## src/rtl/sine_dds_pkg.sv

```systemverilog
// Shared types and elaboration-time helpers for the sine_dds DDS source.
// Used by every sine_dds file; no configuration macros are read here.
package sine_dds_pkg;

    typedef enum logic [1:0] {Q0, Q1, Q2, Q3} quad_e;

    localparam int unsigned FRAC_W = 28;
    localparam longint PI_FX = 64'sd843314857;

    // Quarter-wave entry k of n: AMP*sin(pi/2*k/n), evaluated with a fixed-point
    // Taylor series and truncated toward zero; the end points are exact.
    function automatic int quarter_entry(int amp, int n, int k);
        longint x, term, sum;
        if (k <= 0) return 0;
        if (k >= n) return amp;
        x = (PI_FX * longint'(k)) / longint'(2 * n);
        term = x;
        sum = x;
        for (int i = 1; i <= 8; i++) begin
            term = (term * x) / (longint'(1) <<< FRAC_W);
            term = (term * x) / (longint'(1) <<< FRAC_W);
            term = -term / longint'((2 * i) * (2 * i + 1));
            sum = sum + term;
        end
        return int'((longint'(amp) * sum) >>> FRAC_W);
    endfunction

    function automatic bit params_ok(int amp, int offset, int data_w);
        return (amp >= 0) && (amp <= offset) &&
               (longint'(offset) + longint'(amp) <= (longint'(1) <<< data_w) - 1);
    endfunction

endpackage

```

## src/rtl/sine_dds_if.sv

```systemverilog
// Control and sample-stream bundle for sine_dds.
// SINE_DDS_COS_EN adds the out_cos sample alongside out_sin.
interface sine_dds_if #(
    parameter int PHASE_W = 16,
    parameter int DATA_W  = 8
);
    logic               en;
    logic               phase_clr;
    logic [PHASE_W-1:0] ftw;
    logic               out_valid;
    logic               out_ready;
    logic [DATA_W-1:0]  out_sin;
`ifdef SINE_DDS_COS_EN
    logic [DATA_W-1:0]  out_cos;
`endif

    modport master (
        output en, phase_clr, ftw, out_ready,
        input  out_valid, out_sin
`ifdef SINE_DDS_COS_EN
        , input out_cos
`endif
    );

    modport slave (
        input  en, phase_clr, ftw, out_ready,
        output out_valid, out_sin
`ifdef SINE_DDS_COS_EN
        , output out_cos
`endif
    );
endinterface

```

## src/rtl/sine_quarter_rom.sv

```systemverilog
// Registered quarter-wave table of N+1 entries with one read port,
// or two when SINE_DDS_COS_EN is defined.
module sine_quarter_rom
    import sine_dds_pkg::*;
#(
    parameter int ADDR_W = 5,
    parameter int DATA_W = 8,
    parameter int AMP    = 100
) (
    input  logic              clk,
    input  logic              en,
    input  logic [ADDR_W-2:0] addr_a,
    output logic [DATA_W-1:0] data_a
`ifdef SINE_DDS_COS_EN
    ,
    input  logic [ADDR_W-2:0] addr_b,
    output logic [DATA_W-1:0] data_b
`endif
);
    localparam int N = 1 << (ADDR_W - 2);

    logic [DATA_W-1:0] rom [N+1];

    for (genvar k = 0; k <= N; k++) begin : g_rom
        assign rom[k] = DATA_W'(quarter_entry(AMP, N, k));
    end

    always_ff @(posedge clk) begin
        if (en) begin
            data_a <= rom[addr_a];
`ifdef SINE_DDS_COS_EN
            data_b <= rom[addr_b];
`endif
        end
    end
endmodule

```

## src/rtl/sine_dds.sv

```systemverilog
// Phase-accumulator sine source with quarter-wave folding and valid/ready output.
// Define SINE_DDS_COS_EN to add the aligned out_cos channel.
module sine_dds
    import sine_dds_pkg::*;
#(
    parameter int PHASE_W = 16,
    parameter int ADDR_W  = 5,
    parameter int DATA_W  = 8,
    parameter int AMP     = 100,
    parameter int OFFSET  = 100
) (
    input logic        clk,
    input logic        rst_n,
    sine_dds_if.slave  bus
);
    localparam int N  = 1 << (ADDR_W - 2);
    localparam int IW = ADDR_W - 2;
    localparam int AW = ADDR_W - 1;

    if (!params_ok(AMP, OFFSET, DATA_W)) begin : g_bad_range
        $error("sine_dds: AMP/OFFSET do not fit the DATA_W output range");
    end
    if (ADDR_W < 3 || ADDR_W > PHASE_W) begin : g_bad_addr
        $error("sine_dds: ADDR_W must lie in 3..PHASE_W");
    end

    function automatic logic [AW-1:0] fold_addr(quad_e quad, logic [IW-1:0] q);
        logic [1:0] qb;
        qb = quad;
        return qb[0] ? AW'(N) - AW'(q) : AW'(q);
    endfunction

    function automatic logic [DATA_W-1:0] sat_u(logic signed [DATA_W:0] v);
        if (v < 0) return '0;
        if (v > $signed({1'b0, {DATA_W{1'b1}}})) return '1;
        return v[DATA_W-1:0];
    endfunction

    function automatic logic [DATA_W-1:0] apply_sign(quad_e quad, logic [DATA_W-1:0] mag);
        logic [1:0]            qb;
        logic signed [DATA_W:0] off;
        logic signed [DATA_W:0] m;
        qb  = quad;
        off = $signed((DATA_W + 1)'(OFFSET));
        m   = $signed({1'b0, mag});
        return sat_u(qb[1] ? off - m : off + m);
    endfunction

    logic [PHASE_W-1:0] acc;
    logic               vld_p0, vld_p1, vld_p2, vld_p3;
    logic               adv, issue;

    logic [ADDR_W-1:0]  phase_p0;
    logic [1:0]         quad_raw;
    logic [IW-1:0]      idx_raw;
    quad_e              quad_s_p1, quad_s_p2;
    logic [AW-1:0]      addr_s_p1;
    logic [DATA_W-1:0]  mag_s_p2;
    logic [DATA_W-1:0]  sin_p3;

    assign adv   = !vld_p3 || bus.out_ready;
    assign issue = bus.en && adv && !bus.phase_clr;

    // Control: accumulator and stage valids; phase_clr flushes even while stalled.
    always_ff @(posedge clk or negedge rst_n) begin
        if (!rst_n) begin
            acc    <= '0;
            vld_p0 <= 1'b0;
            vld_p1 <= 1'b0;
            vld_p2 <= 1'b0;
            vld_p3 <= 1'b0;
        end else if (bus.phase_clr) begin
            acc    <= '0;
            vld_p0 <= 1'b0;
            vld_p1 <= 1'b0;
            vld_p2 <= 1'b0;
            vld_p3 <= 1'b0;
        end else begin
            if (adv) begin
                vld_p0 <= issue;
                vld_p1 <= vld_p0;
                vld_p2 <= vld_p1;
                vld_p3 <= vld_p2;
            end
            if (issue) acc <= acc + bus.ftw;
        end
    end

    assign quad_raw = phase_p0[ADDR_W-1 -: 2];
    assign idx_raw  = phase_p0[IW-1:0];

    // p0: captured phase; p1: folded quadrant and table address.
    always_ff @(posedge clk) begin
        if (adv) begin
            phase_p0  <= acc[PHASE_W-1 -: ADDR_W];
            quad_s_p1 <= quad_e'(quad_raw);
            addr_s_p1 <= fold_addr(quad_e'(quad_raw), idx_raw);
            quad_s_p2 <= quad_s_p1;
        end
    end

`ifdef SINE_DDS_COS_EN
    quad_e             quad_c_p1, quad_c_p2;
    logic [AW-1:0]     addr_c_p1;
    logic [DATA_W-1:0] mag_c_p2;
    logic [DATA_W-1:0] cos_p3;

    // Cosine is the same phase advanced by one quadrant.
    always_ff @(posedge clk) begin
        if (adv) begin
            quad_c_p1 <= quad_e'(quad_raw + 2'd1);
            addr_c_p1 <= fold_addr(quad_e'(quad_raw + 2'd1), idx_raw);
            quad_c_p2 <= quad_c_p1;
        end
    end
`endif

    // p2: registered table read.
    sine_quarter_rom #(
        .ADDR_W (ADDR_W),
        .DATA_W (DATA_W),
        .AMP    (AMP)
    ) u_rom (
        .clk    (clk),
        .en     (adv),
        .addr_a (addr_s_p1),
        .data_a (mag_s_p2)
`ifdef SINE_DDS_COS_EN
        ,
        .addr_b (addr_c_p1),
        .data_b (mag_c_p2)
`endif
    );

    // p3: sign and offset; only real samples load so the output holds otherwise.
    always_ff @(posedge clk or negedge rst_n) begin
        if (!rst_n) begin
            sin_p3 <= DATA_W'(OFFSET);
        end else if (adv && vld_p2) begin
            sin_p3 <= apply_sign(quad_s_p2, mag_s_p2);
        end
    end

`ifdef SINE_DDS_COS_EN
    always_ff @(posedge clk or negedge rst_n) begin
        if (!rst_n) begin
            cos_p3 <= DATA_W'(OFFSET);
        end else if (adv && vld_p2) begin
            cos_p3 <= apply_sign(quad_c_p2, mag_c_p2);
        end
    end
    assign bus.out_cos = cos_p3;
`endif

    assign bus.out_valid = vld_p3;
    assign bus.out_sin   = sin_p3;
endmodule

```

## src/flat_wrapper.sv

```systemverilog
// flat-port wrapper written by rule: the top's interface ports become plain ports
module sine_dds_flat import sine_dds_pkg::*;
#(
    parameter int PHASE_W = 16,
    parameter int ADDR_W  = 5,
    parameter int DATA_W  = 8,
    parameter int AMP     = 100,
    parameter int OFFSET  = 100
)
  (clk, rst_n, bus_en, bus_phase_clr, bus_ftw, bus_out_ready, bus_out_valid, bus_out_sin);
  sine_dds_if #(.PHASE_W(PHASE_W), .DATA_W(DATA_W)) bus_i ();
  input logic clk;
  input logic rst_n;
  input wire logic [$bits(bus_i.en)-1:0] bus_en;
  input wire logic [$bits(bus_i.phase_clr)-1:0] bus_phase_clr;
  input wire logic [$bits(bus_i.ftw)-1:0] bus_ftw;
  input wire logic [$bits(bus_i.out_ready)-1:0] bus_out_ready;
  output wire logic [$bits(bus_i.out_valid)-1:0] bus_out_valid;
  output wire logic [$bits(bus_i.out_sin)-1:0] bus_out_sin;
  assign bus_i.en = bus_en;
  assign bus_i.phase_clr = bus_phase_clr;
  assign bus_i.ftw = bus_ftw;
  assign bus_i.out_ready = bus_out_ready;
  assign bus_out_valid = bus_i.out_valid;
  assign bus_out_sin = bus_i.out_sin;
  sine_dds #(.PHASE_W(PHASE_W), .ADDR_W(ADDR_W), .DATA_W(DATA_W), .AMP(AMP), .OFFSET(OFFSET)) u_core (.clk(clk), .rst_n(rst_n), .bus(bus_i));
endmodule
```

## config.mk

```make
export PLATFORM = sky130hd
export DESIGN_NAME = sine_dds_flat
export DESIGN_NICKNAME = d
export VERILOG_FILES = /design/src/rtl/sine_dds_pkg.sv /design/src/rtl/sine_dds_if.sv /design/src/rtl/sine_quarter_rom.sv /design/src/rtl/sine_dds.sv /design/src/flat_wrapper.sv
export SDC_FILE = /design/constraint.sdc
export NUM_CORES = 1
export LEC_CHECK = 0
export ABC_AREA = 1
export BUFFER_PORTS_ARGS = -buffer_cell sky130_fd_sc_hd__buf_2
export CORE_AREA = 10 10 93 95
export DETAILED_ROUTE_END_ITERATION = 10
export DIE_AREA = 0 0 103 105
export PLACE_DENSITY = 0.63
export SLEW_MARGIN = 10
export SYNTH_ARGS = -nofsm -noshare
export SYNTH_HDL_FRONTEND = slang
export SYNTH_SLANG_ARGS = --single-unit
```

## constraint.sdc

```tcl
create_clock -name clk -period 3.28 [get_ports clk]
set_input_delay 0.656 -clock clk [delete_from_list [all_inputs] [get_ports clk]]
set_output_delay 0.656 -clock clk [all_outputs]
set_load 0.02 [all_outputs]
```

[Word-level counts from Yosys, hierarchy flattened]
Memories as Yosys holds them, arrays and structs flattened. A register that Yosys moved wholly into a read port is not among the register bits.
Index checks and enable logic that the tools add are counted.
Storage, ports and cells
  register bits after elaboration: 41
  latch bits: 0
  memory bits (writable): 0
  bits in read-only memories: 128
  input port bits: 21
  output and inout port bits: 9
  memories: 1
Operators by class
  add/subtract/negate cells: 4
  $mul: 0
  divide/modulo/power cells: 0
  magnitude comparators: 2
  eq/ne operators: 0
  shifts and indexed selects: 0
  mux-type cells: 21
  bitwise logic cells: 1
  reductions and logical operators: 8
Memories
  (name not given): depth 16, bits a word 8, rd ports 1, clocked after memory_dff 1, wr ports 0, line sine_quarter_rom.sv:30  | data_a <= rom[addr_a];
Operators by type and width (number)
  two-way mux 16 bit: 2
  two-way mux 8 bit: 4
  adder 16 bit: 1
  two-way mux 1 bit: 13
  adder 7 x 8 -> 9 bit (first input constant): 1
  greater-than comparator 9 bit (second input constant): 1
  less-than comparator 9 x 1 -> 1 bit (second input constant): 1
  two-way mux 9 bit: 1
  subtractor 7 x 8 -> 9 bit (first input constant): 1
  NOT 4 -> 5 bit: 1
  nonzero test 2 bit: 2
  subtractor 4 x 3 -> 4 bit (first input constant): 1
  logical AND 1 bit: 3
  two-way mux 3 bit: 1
  logical NOT 1 bit: 2
  logical OR 1 bit: 1

[Depth between registers and ports, before layout]
Gate-level depths: netlist (run 1).
  word-level depth: 9
  depth in mapped cells: 11
  gate-level depth less buffers: 11

[Hierarchy]
From an unflattened synthesis (run 1), not the netlist that was laid out.
Second synthesis, totals
  cell total of the unflattened synthesis: 403
  area, all modules: 3015.4 sq um
Modules (own cells, without submodules)
  sine_dds: times used 1, cells each 367, area an instance 2648.8 sq um, sequential area each 1034.7 sq um
  sine_quarter_rom: times used 1, cells each 36, area an instance 366.6 sq um, sequential area each 210.2 sq um

[Least setup slack after synthesis (run 1)]
Ideal clock, no wire load.
  path type: input-to-reg
  from: in bus_ftw[0]
  to: reg u_core.acc[14]
  arrival time: 1.836 ns
  slack: 1.327 ns
  cell stages on the path: 10
  path through: ha_1 > fa_1 > nand2_1 > nand2_1 > nand3b_1 > nand2_1 > nand2_1 > nand3_1 > nand3_1 > nand2_1
Between the ends
  word-level cells in the longest chain between the ends: 3
Ends and longest elaborated chain
  from (decl): line flat_wrapper.sv:16  | input wire logic [$bits(bus_i.ftw)-1:0] bus_ftw;
  adder 16 bit: line sine_dds.sv:85  | if (issue) acc <= acc + bus.ftw;
  two-way mux 16 bit: line sine_dds.sv:85
  two-way mux 16 bit: line sine_dds.sv:72  | end else if (bus.phase_clr) begin
  to (signal assigned): line sine_dds.sv:85
  to (decl): line sine_dds.sv:49  | logic [PHASE_W-1:0] acc;
Every way passes these cells. The select of a mux whose other input is x is not followed.
A chain may end at the register's enable or synchronous reset.

[Worst setup path in the final report (run 1)]
Same ends and word-level chain as after synthesis.

==> results of run 1 <==
-- layout by cell type, fill, tap and decap left out, drive strengths merged, types with 13 or more instances in the layout --
cell,count
a21oi,13
buf,30
dfrtp,25
edfxtp,18
ha,24
inv,61
nand2,145
nand3,30
nor2,19
o21ai,21
-- stage by stage --
step	total power [µW]	instances	utilization, %
after floorplan	1288	384	-
final	1875	499	48.72
after CTS	1897	499	48.72
after global routing	2039	499	48.72
after global placement	1441	491	47.06
after detailed placement	1461	491	47.06
-- layout make-up --
type	count	area [µm²]
fill	669	3465
multi-input combinational	274	1451
sequential	46	1245
inverter	61	230.2
timing repair buffer	30	152.6
tap	80	100.1
clock buffer	5	68.82
clock inverter	3	43.79
-- worst max-delay path, stage by stage --
cell and delay (ps):
buf_2 100, ha_1 240, fa_1 390, nand2_1 140, nand2_1 70, nand3b_1 80, nand2_1 120, nand2_1 110
nand3_1 70, nand3_1 90, nand2_1 50
-- cells by family after synthesis --
group | synth area share [%]
flip-flops | 42.00
AO/OA/AOI/OAI | 8.021
buffers and inverters | 9.033
AND/OR/NAND/NOR | 28.66
XOR/XNOR | 1.477
adder cells (fa/ha/maj) | 10.81
-- how the worst max path moves through the flow --
stage                     from                    endpoint  cells past startpoint
CTS                 bus_ftw[0]  u_core.acc[14]$_DFFE_PN0P_                     11
detailed placement  bus_ftw[0]  u_core.acc[14]$_DFFE_PN0P_                     11
floorplan           bus_ftw[0]  u_core.acc[14]$_DFFE_PN0P_                     10
global route        bus_ftw[0]  u_core.acc[14]$_DFFE_PN0P_                     11
finish              bus_ftw[0]  u_core.acc[14]$_DFFE_PN0P_                     11
global placement    bus_ftw[0]  u_core.acc[14]$_DFFE_PN0P_                     11
-- routing by layer --
layer / vias to the layer above / wire (µm) / track usage, %
li1: 1285 / - / -
met1: 1065 / 2892 / 14.93
met2: 41 / 2683 / 18.49
met3: 5 / 279 / 3.030
met4: 0 / 59 / 2.684
met5: - / 0 / 0
-- power by group through the flow --
stage	Clock, µW	Combinational [µW]	Sequential, µW
floorplan	0	401	887
global placement	0	601	840
detailed placement	0	615	846
CTS	447	616	834
global route	470	714	854
finish	434	609	832
-- synthesized netlist by cell type (all sizes together) --
cell type / instances
dfrtp: 25
and2: 1
xor2: 4
o21ai: 21
nor3: 5
buf: 3
nand2: 145
fa: 1
inv: 60
or2: 1
xnor2: 1
nand3b: 2
a31oi: 1
nor2: 19
a22o: 2
nand4: 1
o22ai: 1
edfxtp: 18
o211ai: 1
a21oi: 13
nand3: 30
dfstp: 3
ha: 24
clkinv: 1
a21o: 1
-- registers in the layout (all words and copies together), names as in the netlist --
| signal | cells |
|---|---|
| u_core.bus.out_sin | 8 |
| u_core.vld_p0 | 1 |
| u_core.quad_s_p1 | 1 |
| u_core.u_rom.data_a | 7 |
| u_core.vld_p2 | 1 |
| u_core.addr_s_p1 | 4 |
| u_core.acc | 16 |
| u_core.bus.out_valid | 1 |
| u_core.vld_p1 | 1 |
| u_core.phase_p0 | 5 |
| u_core.quad_s_p2 | 1 |
==> flow_summary.toml, run 1 <==
[synthesis]
synth_seq_cells = 46
ys_types = 33
syn_nets = 430
synth_top_area_cell = "dfrtp_1"
synth_top_area_share_pct = 21.11
syn_avg_cell_area_um2 = 7.719
synthCells = 384
netlist_area_um2 = 2964
yosysSeqAreaShare_pct = 42.00
synth_warnings = 0
synth_area_leaders = "dfrtp_1 (21%), edfxtp_1 (18%), nand2_1 (18%)"

[setup_path]
rrSetupSlack_ps = 1450
arrival_ps = 2110
crit_fanout = 4
path_class = "in -> reg"
ff2ff_path_depth = 10
rr_endpoint = "u_core.acc[14]$_DFFE_PN0P_"
cp-start-kind = "primary input"
cp-end-kind = "flip-flop"
reg2reg_from = "u_core.acc[0]$_DFFE_PN0P_"
cp.required_ps = 3490

[timing]
drv_slew = 0
fin_tns_setup_ps = 0
layout_setup_ws_ps = 1380
min_period_over_period_pct = 57.93
holdWs_ps = 368.0
worst_slew_pin_slew_ps = 650.4
min_period_ps = 1900
max_freq_mhz = 526.3
finalSetupViolations = 0
slew_headroom_pct = 56.64
rsz0062_at_grt = "no"
fin_skew_ps = 7.552
finalHoldViolations = 0

[clock_tree]
numCtsBuffers = 5
cts.path.max_buffers = 2
cts_resized = 0
cts_htree_levels = 2
cts_hold_buf = 0
cts.sinks = 46
postCtsSetupBuffers = 0
clk_pin_slew_ps = 90
cts-root-buf = "clkbuf_8"
clk_latency_ps = 300
cts_tree = "yes"

[placement]
portBuffers = 29
placed_cell_area_um2 = 3179
gp_congestion = 0.8568
post-place-ws_ps = 1052
hpwl_mm = 4.613

[drt]
routed-via-count = 2396
wirelength_mm = 5.914
ant_nets = 0
drt_first_iter_violations = 105
vias_per_cell = 4.802
wire_per_inst_um = 11.85
drcViolationCount = 0
firstDrtPassIters = 4

[die]
io_pins = 30
coreArea_um2 = 6756
fp.dieArea_um2 = 10820
start_util_pct = 43.87
num_rows = 30
die_x_um = 103
fp.dieH_um = 105

[finish]
drive_gt1_share_pct = 11.93
design_area_um2 = 3292
fin_nets = 464
n_antenna_cell = 0
syn_to_final_growth_pct = 11.06

[global_route]
grt_start_max_net_pins = 29
grt_pass1_wl_mm = 10.34
grt.overflow.total = 0
grt_pass1_vias = 2343
antenna_found_initial = 0
grt_use_total_pct = 11.51

[power]
p_clk_share_pct = 23.1
swShare_pct = 36.02
intPower_uw = 1200
ir_worst_vdd_mv = 0.1942
seqPwrFrac_pct = 44.4
power.density_nw_per_um2 = 569.5
pwr-share-comb_pct = 32.5
power.switching_uw = 675.4
leakagePower_uw = 0.001807

[run_status]
status = "finished, final reports clean"

[job]
cap_violations = 0

[worst_hold_path]
hold_class = "in -> async"
No activity file was read; power rests on OpenSTA's default activity.
==> inputs of run 2 (changes only) <==
--- a/config.mk
+++ b/config.mk
@@ -10,7 +10,7 @@
 export CORE_AREA = 10 10 93 95
 export DETAILED_ROUTE_END_ITERATION = 10
 export DIE_AREA = 0 0 103 105
-export PLACE_DENSITY = 0.63
+export PLACE_DENSITY = 0.65
 export SLEW_MARGIN = 10
 export SYNTH_ARGS = -nofsm -noshare
 export SYNTH_HDL_FRONTEND = slang
==> constraint.sdc (replaced) <==
create_clock -name clk -period 1.64 [get_ports clk]
set_input_delay 0.328 -clock clk [delete_from_list [all_inputs] [get_ports clk]]
set_output_delay 0.328 -clock clk [all_outputs]
set_load 0.02 [all_outputs]
==> run 2 against run 1 <==
Compared with the run above: global-route usage increased by 0.34 points; critical path depth is 1 lower; power up 100%; flip-flop and latch count unchanged; sequential power increased by 100%; via count rose by 4.2%; first-iteration DRC count grew 37%; combinational power is 130% higher; hold slack lost 320 ps; highest routed layer unchanged.
==> flow_summary.toml, run 2 (synthesis results as in run 1) <==
[placement]
gp_congestion = 0.9077
placed_cell_area_um2 = 3279
hpwl_mm = 4.585
post-place-ws_ps = -175.0
portBuffers = 29

[run_status]
status = "finished, final reports clean"

[finish]
regMostFlops = "u_core.acc"
final_cell_mix = "nand2_1 (131), inv_1 (59), buf_2 (29)"
final_util_pct = 54.02
drive_gt1_share_pct = 23.96
design_area_um2 = 3650
largest_register_ffs = 16
multi_input_area_um2 = 1718
n_fill_cell = 632
final_common_cell = "nand2_1"
fin_nets = 479
syn_to_final_growth_pct = 23.13
seqCellArea_um2 = 1246
n_antenna_cell = 0

[global_route]
grt_pass1_wl_mm = 10.70
grt_start_max_net_pins = 29
grt.overflow.total = 0
antenna_found_initial = 0
grt_pass1_vias = 2421
grt_use_total_pct = 11.85

[clock_tree]
cts_tree = "yes"
clk_pin_slew_ps = 90
cts.sinks = 46
cts_hold_buf = 0
cts.path.max_buffers = 2
clk_latency_ps = 300
numCtsBuffers = 5
cts-root-buf = "clkbuf_8"
cts_htree_levels = 2

[die]
die_x_um = 103
fp.dieH_um = 105
fp.dieArea_um2 = 10820
coreArea_um2 = 6756
start_util_pct = 43.87
io_pins = 30
num_rows = 30

[job]
cap_violations = 0

[timing]
layout_setup_ws_ps = 4.921
min_period_ps = 1635
holdWs_ps = 46.00
finalHoldViolations = 0
min_period_over_period_pct = 99.70
rsz0062_at_grt = "yes"
worst_slew_pin_slew_ps = 660.0
max_freq_mhz = 611.6
finalSetupViolations = 0
drv_slew = 0
fin_skew_ps = 6.387
slew_headroom_pct = 56.00

[drt]
routed-via-count = 2496
wirelength_mm = 6.165
drcViolationCount = 0
vias_per_cell = 4.856
ant_nets = 0
firstDrtPassIters = 4
wire_per_inst_um = 11.99
drt_first_iter_violations = 144

[power]
leakagePower_uw = 0.001885
power.density_nw_per_um2 = 1042
ir_worst_vdd_mv = 0.4298

[setup_path]
crit_fanout = 4
arrival_ps = 1840
path_class = "reg -> reg"
cp.required_ps = 1840
cp-end-kind = "flip-flop"
cp-start-kind = "flip-flop"

[worst_hold_path]
hold_class = "in -> async"
[run 2: changes by cell type in the layout (fill, tap and decap cells not counted), sizes merged]
cell / previous run / this run
bufinv: 1 / 0
clkinv: 2 / 3
clkbuf: 5 / 6
inv: 61 / 60
buf: 30 / 45
[run 2: layer usage]
layer  GRT usage [%]  wire length, µm
met4           3.678               85
met3           3.491              302
met2           17.76             2735
met5               0                0
met1           15.90             3042
[run 2: stage by stage]
| stage | std cells | setup TNS (ps) | power [µW] |
|---|---|---|---|
| finish | 514 | 0 | 3804 |
| global placement | 504 | -573.5 | 2940 |
| floorplan | 384 | 0 | 2578 |
| global route | 514 | -485.7 | 4124 |
| detailed placement | 504 | -782.5 | 2978 |
| CTS | 512 | 0 | 3693 |
[run 2: power by group]
group / total [µW] / internal [µW] / switching, µW / leakage (µW)
combinational: 1430 / 593 / 836 / 0.00127
sequential: 1680 / 1500 / 184 / 0.000570
clock: 695 / 301 / 394 / 0.0000452
[run 2: final timing paths]
path                                          startpoint                               end  slack (ps)  cells past startpoint
max reg2reg                    u_core.acc[0]$_DFFE_PN0P_        u_core.acc[10]$_DFFE_PN0P_           5                     10
min                                                rst_n         u_core.acc[7]$_DFFE_PN0P_          50                      1
min reg2reg                u_core.quad_s_p1[1]$_DFFE_PN_     u_core.quad_s_p2[1]$_DFFE_PN_         430                      0
min in group clk                           bus_phase_clr  u_core.bus.out_valid$_DFFE_PN0P_         240                      2
max in group asynchronous                          rst_n         u_core.acc[1]$_DFFE_PN0P_        1130                      1
max                            u_core.acc[0]$_DFFE_PN0P_        u_core.acc[10]$_DFFE_PN0P_           5                     10
[run 2: cell type report]
class                      instances  area share (%)
clock inverter                     2          0.3771
sequential                        46           34.14
tap                               80           2.743
timing repair buffer              45           7.371
clock buffer                       6           1.988
inverter                          61           6.308
multi-input combinational        274           47.07
[run 2: worst max-delay path, stage by stage, from the launching register on]
cell and delay [ps]:
dfrtp_1 390, ha_2 190, fa_2 340, nand2_2 70, nand2_1 50, nand3b_1 100
nand2_2 90, nand2_1 100, nand3b_1 90, nand3_1 90, nand2_1 50
[run 2: repair_timing]
| item | CTS | global route |
|---|---|---|
| gates resized for setup | 6 | 40 |
| setup buffers | 0 | 2 |
| gates cloned | 0 | 0 |
| pin swaps | 0 | 6 |
| endpoints found under the setup margin | 8 | 18 |
==> inputs of run 3 (changes only) <==
--- a/config.mk
+++ b/config.mk
@@ -6,12 +6,15 @@
 export NUM_CORES = 1
 export LEC_CHECK = 0
 export ABC_AREA = 1
+export ABC_CLOCK_PERIOD_IN_PS = 1640
 export BUFFER_PORTS_ARGS = -buffer_cell sky130_fd_sc_hd__buf_2
 export CORE_AREA = 10 10 93 95
 export DETAILED_ROUTE_END_ITERATION = 10
 export DIE_AREA = 0 0 103 105
-export PLACE_DENSITY = 0.65
+export PLACE_DENSITY = 0.66
+export REMOVE_ABC_BUFFERS = 1
 export SLEW_MARGIN = 10
 export SYNTH_ARGS = -nofsm -noshare
 export SYNTH_HDL_FRONTEND = slang
+export SYNTH_HIERARCHICAL = 1
 export SYNTH_SLANG_ARGS = --single-unit
==> run 3 against run 2 <==
Compared with the run above: the run now ends with setup timing left; sequential power about the same; maximum frequency shrank 1.8%; clock skew up 1.8 ps; via count grew 1.4%; worst setup slack worse by 30 ps; critical path depth shrank 2; wire length increased by 4.9%; final area increased by 1.9%; sequential share of layout area is 0.65 points lower; die area is the same; synthesized cell count rose by 4.9%; clock power increased by 25%; critical endpoint is now u_core/acc[14]$_DFFE_PN0P_.
==> flow_summary.toml, run 3 <==
[clock_tree]
numCtsBuffers = 5
cts-root-buf = "clkbuf_8"
cts_tree = "yes"
cts.path.max_buffers = 2
cts.sinks = 46
clk_latency_ps = 300
clk_pin_slew_ps = 90
cts_hold_buf = 0
cts_htree_levels = 2

[synthesis]
synthMuxAreaShare_pct = 0
async_reset_ff_share_pct = 60.87
yosys.area_share.simple_pct = 31.37
ys_types = 32
synth_top_family_by_area = "simple AND/OR/NAND/NOR gates"
yosys.area_share.adder_pct = 10.62
synth_top_area_cell = "dfrtp_1"
synth_top_area_share_pct = 20.75
yosysSeqAreaShare_pct = 41.29
synthXorXnorAreaFrac_pct = 2.033
synth_edf_count = 18
synth_warnings = 6
synthCells = 403
yosysMostFrequentCell = "nand2_1"
synth_area_leaders = "dfrtp_1 (21%), nand2_1 (20%), edfxtp_1 (18%)"
syn_avg_cell_area_um2 = 7.482
ys.flop_type = "dfrtp_1"
netlist_area_um2 = 3015
netlist_top_cells_count = "nand2_1 (157), inv_1 (60), nand3_1 (31), dfrtp_1 (25), ha_1 (24)"
synth_seq_cells = 46
synth-compound-area-share_pct = 5.602

[timing]
slew_headroom_pct = 56.39
max_freq_mhz = 600.6
finalHoldViolations = 0
min_period_ps = 1665
fin_skew_ps = 8.203
fin_tns_setup_ps = -28.68
rsz0062_at_grt = "yes"
drv_slew = 0
min_period_over_period_pct = 101.5
layout_setup_ws_ps = -25.11
worst_slew_pin_slew_ps = 654.1
finalSetupViolations = 2
holdWs_ps = 41.41

[placement]
hpwl_mm = 4.770
placed_cell_area_um2 = 3351
post-place-ws_ps = -160.7
portBuffers = 29
dp_cells = 524
gp_congestion = 0.8323

[setup_path]
crit_fanout = 4
cp-end-kind = "flip-flop"
cp.required_ps = 1840
critPathMaxStageDelay_ps = 410
slowest_stage = "dfrtp_1"
arrival_ps = 1870
crit_chain = "ha_4 -> fa_2 -> nand2_1 -> nand3_4 -> nand2_2 -> nand3_1 -> nand3_1 -> nand2_1"
path_class = "reg -> reg"
cp-start-kind = "flip-flop"

[drt]
ant_nets = 0
drcViolationCount = 0
routed-via-count = 2532
vias_per_cell = 4.750
wirelength_mm = 6.468
wire_per_inst_um = 12.14
drt_first_iter_violations = 128
firstDrtPassIters = 4

[global_route]
grt_start_max_net_pins = 29
grt.overflow.total = 0
antenna_found_initial = 0
grt_pass1_wl_mm = 10.63
grt_use_total_pct = 11.79
grt_pass1_vias = 2469

[finish]
multi_input_area_um2 = 1747
final-instance-count-excl-fill = 533
n_antenna_cell = 0
seqCellArea_um2 = 1245
largest_register_ffs = 16
final_cell_mix = "nand2_1 (153), inv_1 (59), buf_2 (29)"
regMostFlops = "u_core/acc"
fin_nets = 498
drive_gt1_share_pct = 22.96
final_common_cell = "nand2_1"
design_area_um2 = 3717
syn_to_final_growth_pct = 23.28
n_fill_cell = 637

[run_status]
failed_checks = "setup timing"
status = "finished, violations left"

[die]
io_pins = 30
fp.dieArea_um2 = 10820
num_rows = 30
fp.dieH_um = 105
coreArea_um2 = 6756
die_x_um = 103
start_util_pct = 44.63

[worst_hold_path]
hold_class = "in -> async"

[power]
leakagePower_uw = 0.001982
power.density_nw_per_um2 = 1076
ir_worst_vdd_mv = 0.4176

[job]
cap_violations = 0
run 3: layer usage:
| layer | track usage [%] | wire length (µm) |
|---|---|---|
| met5 | 0 | 0 |
| met1 | 14.33 | 2914 |
| met4 | 3.380 | 81 |
| met2 | 19.57 | 3090 |
| met3 | 3.360 | 381 |
run 3: power breakdown:
part           leakage (µW)  internal (µW)  switching [µW]
Combinational       0.00135            611             847
Clock             0.0000585            457             410
Sequential         0.000574           1480             193
Total               0.00198           2550            1450
run 3: final timing paths:
check / startpoint / end / slack, ps / cells past startpoint
min in group clk: bus_phase_clr / u_core/bus.out_valid$_DFFE_PN0P_ / 280 / 2
setup reg to reg: u_core/acc[0]$_DFFE_PN0P_ / u_core/acc[14]$_DFFE_PN0P_ / -30 / 8
hold / removal: rst_n / u_core/acc[5]$_DFFE_PN0P_ / 40 / 1
hold reg to reg: u_core/quad_s_p1[1]$_DFFE_PN_ / u_core/quad_s_p2[1]$_DFFE_PN_ / 430 / 0
setup / recovery: u_core/acc[0]$_DFFE_PN0P_ / u_core/acc[14]$_DFFE_PN0P_ / -30 / 8
max in group asynchronous: rst_n / u_core/acc[13]$_DFFE_PN0P_ / 1170 / 1
run 3: worst max-delay path: cells and delay by family, from the launching register on:
kind | cells | cell delay [ps]
fa+ha+maj | 2 | 590
simple gates | 6 | 580
flops | 1 | 410
run 3: cells by family (layout without fill, tap and decap cells):
family,after synthesis,after routing
simple gates,226,226
buf+inv,69,119
flops,46,46
compound gates,29,29
fa+ha+maj,25,25
xor+xnor,7,7
other cells,1,1
run 3: area by class of cell:
cell class | count | share of cell area, %
multi-input cells | 288 | 46.99
well taps | 80 | 2.693
clock buffers | 5 | 1.851
inverters | 66 | 6.664
clock inverters | 3 | 1.178
repair buffers | 45 | 7.136
flip-flops and latches | 46 | 33.49
run 3: per-stage QoR:
stage	util, %	total power, µW
floorplan	-	2581
global placement	49.59	2944
detailed placement	49.59	2989
CTS	51.81	3886
global route	55.02	4320
finish	55.02	3998
run 3: timing repair:
| action | 4_1_cts | 5_1_grt |
|---|---|---|
| buffers inserted | 0 | 1 |
| pin swaps | 0 | 6 |
| endpoints found under the setup margin | 7 | 12 |
| resized for setup | 5 | 30 |
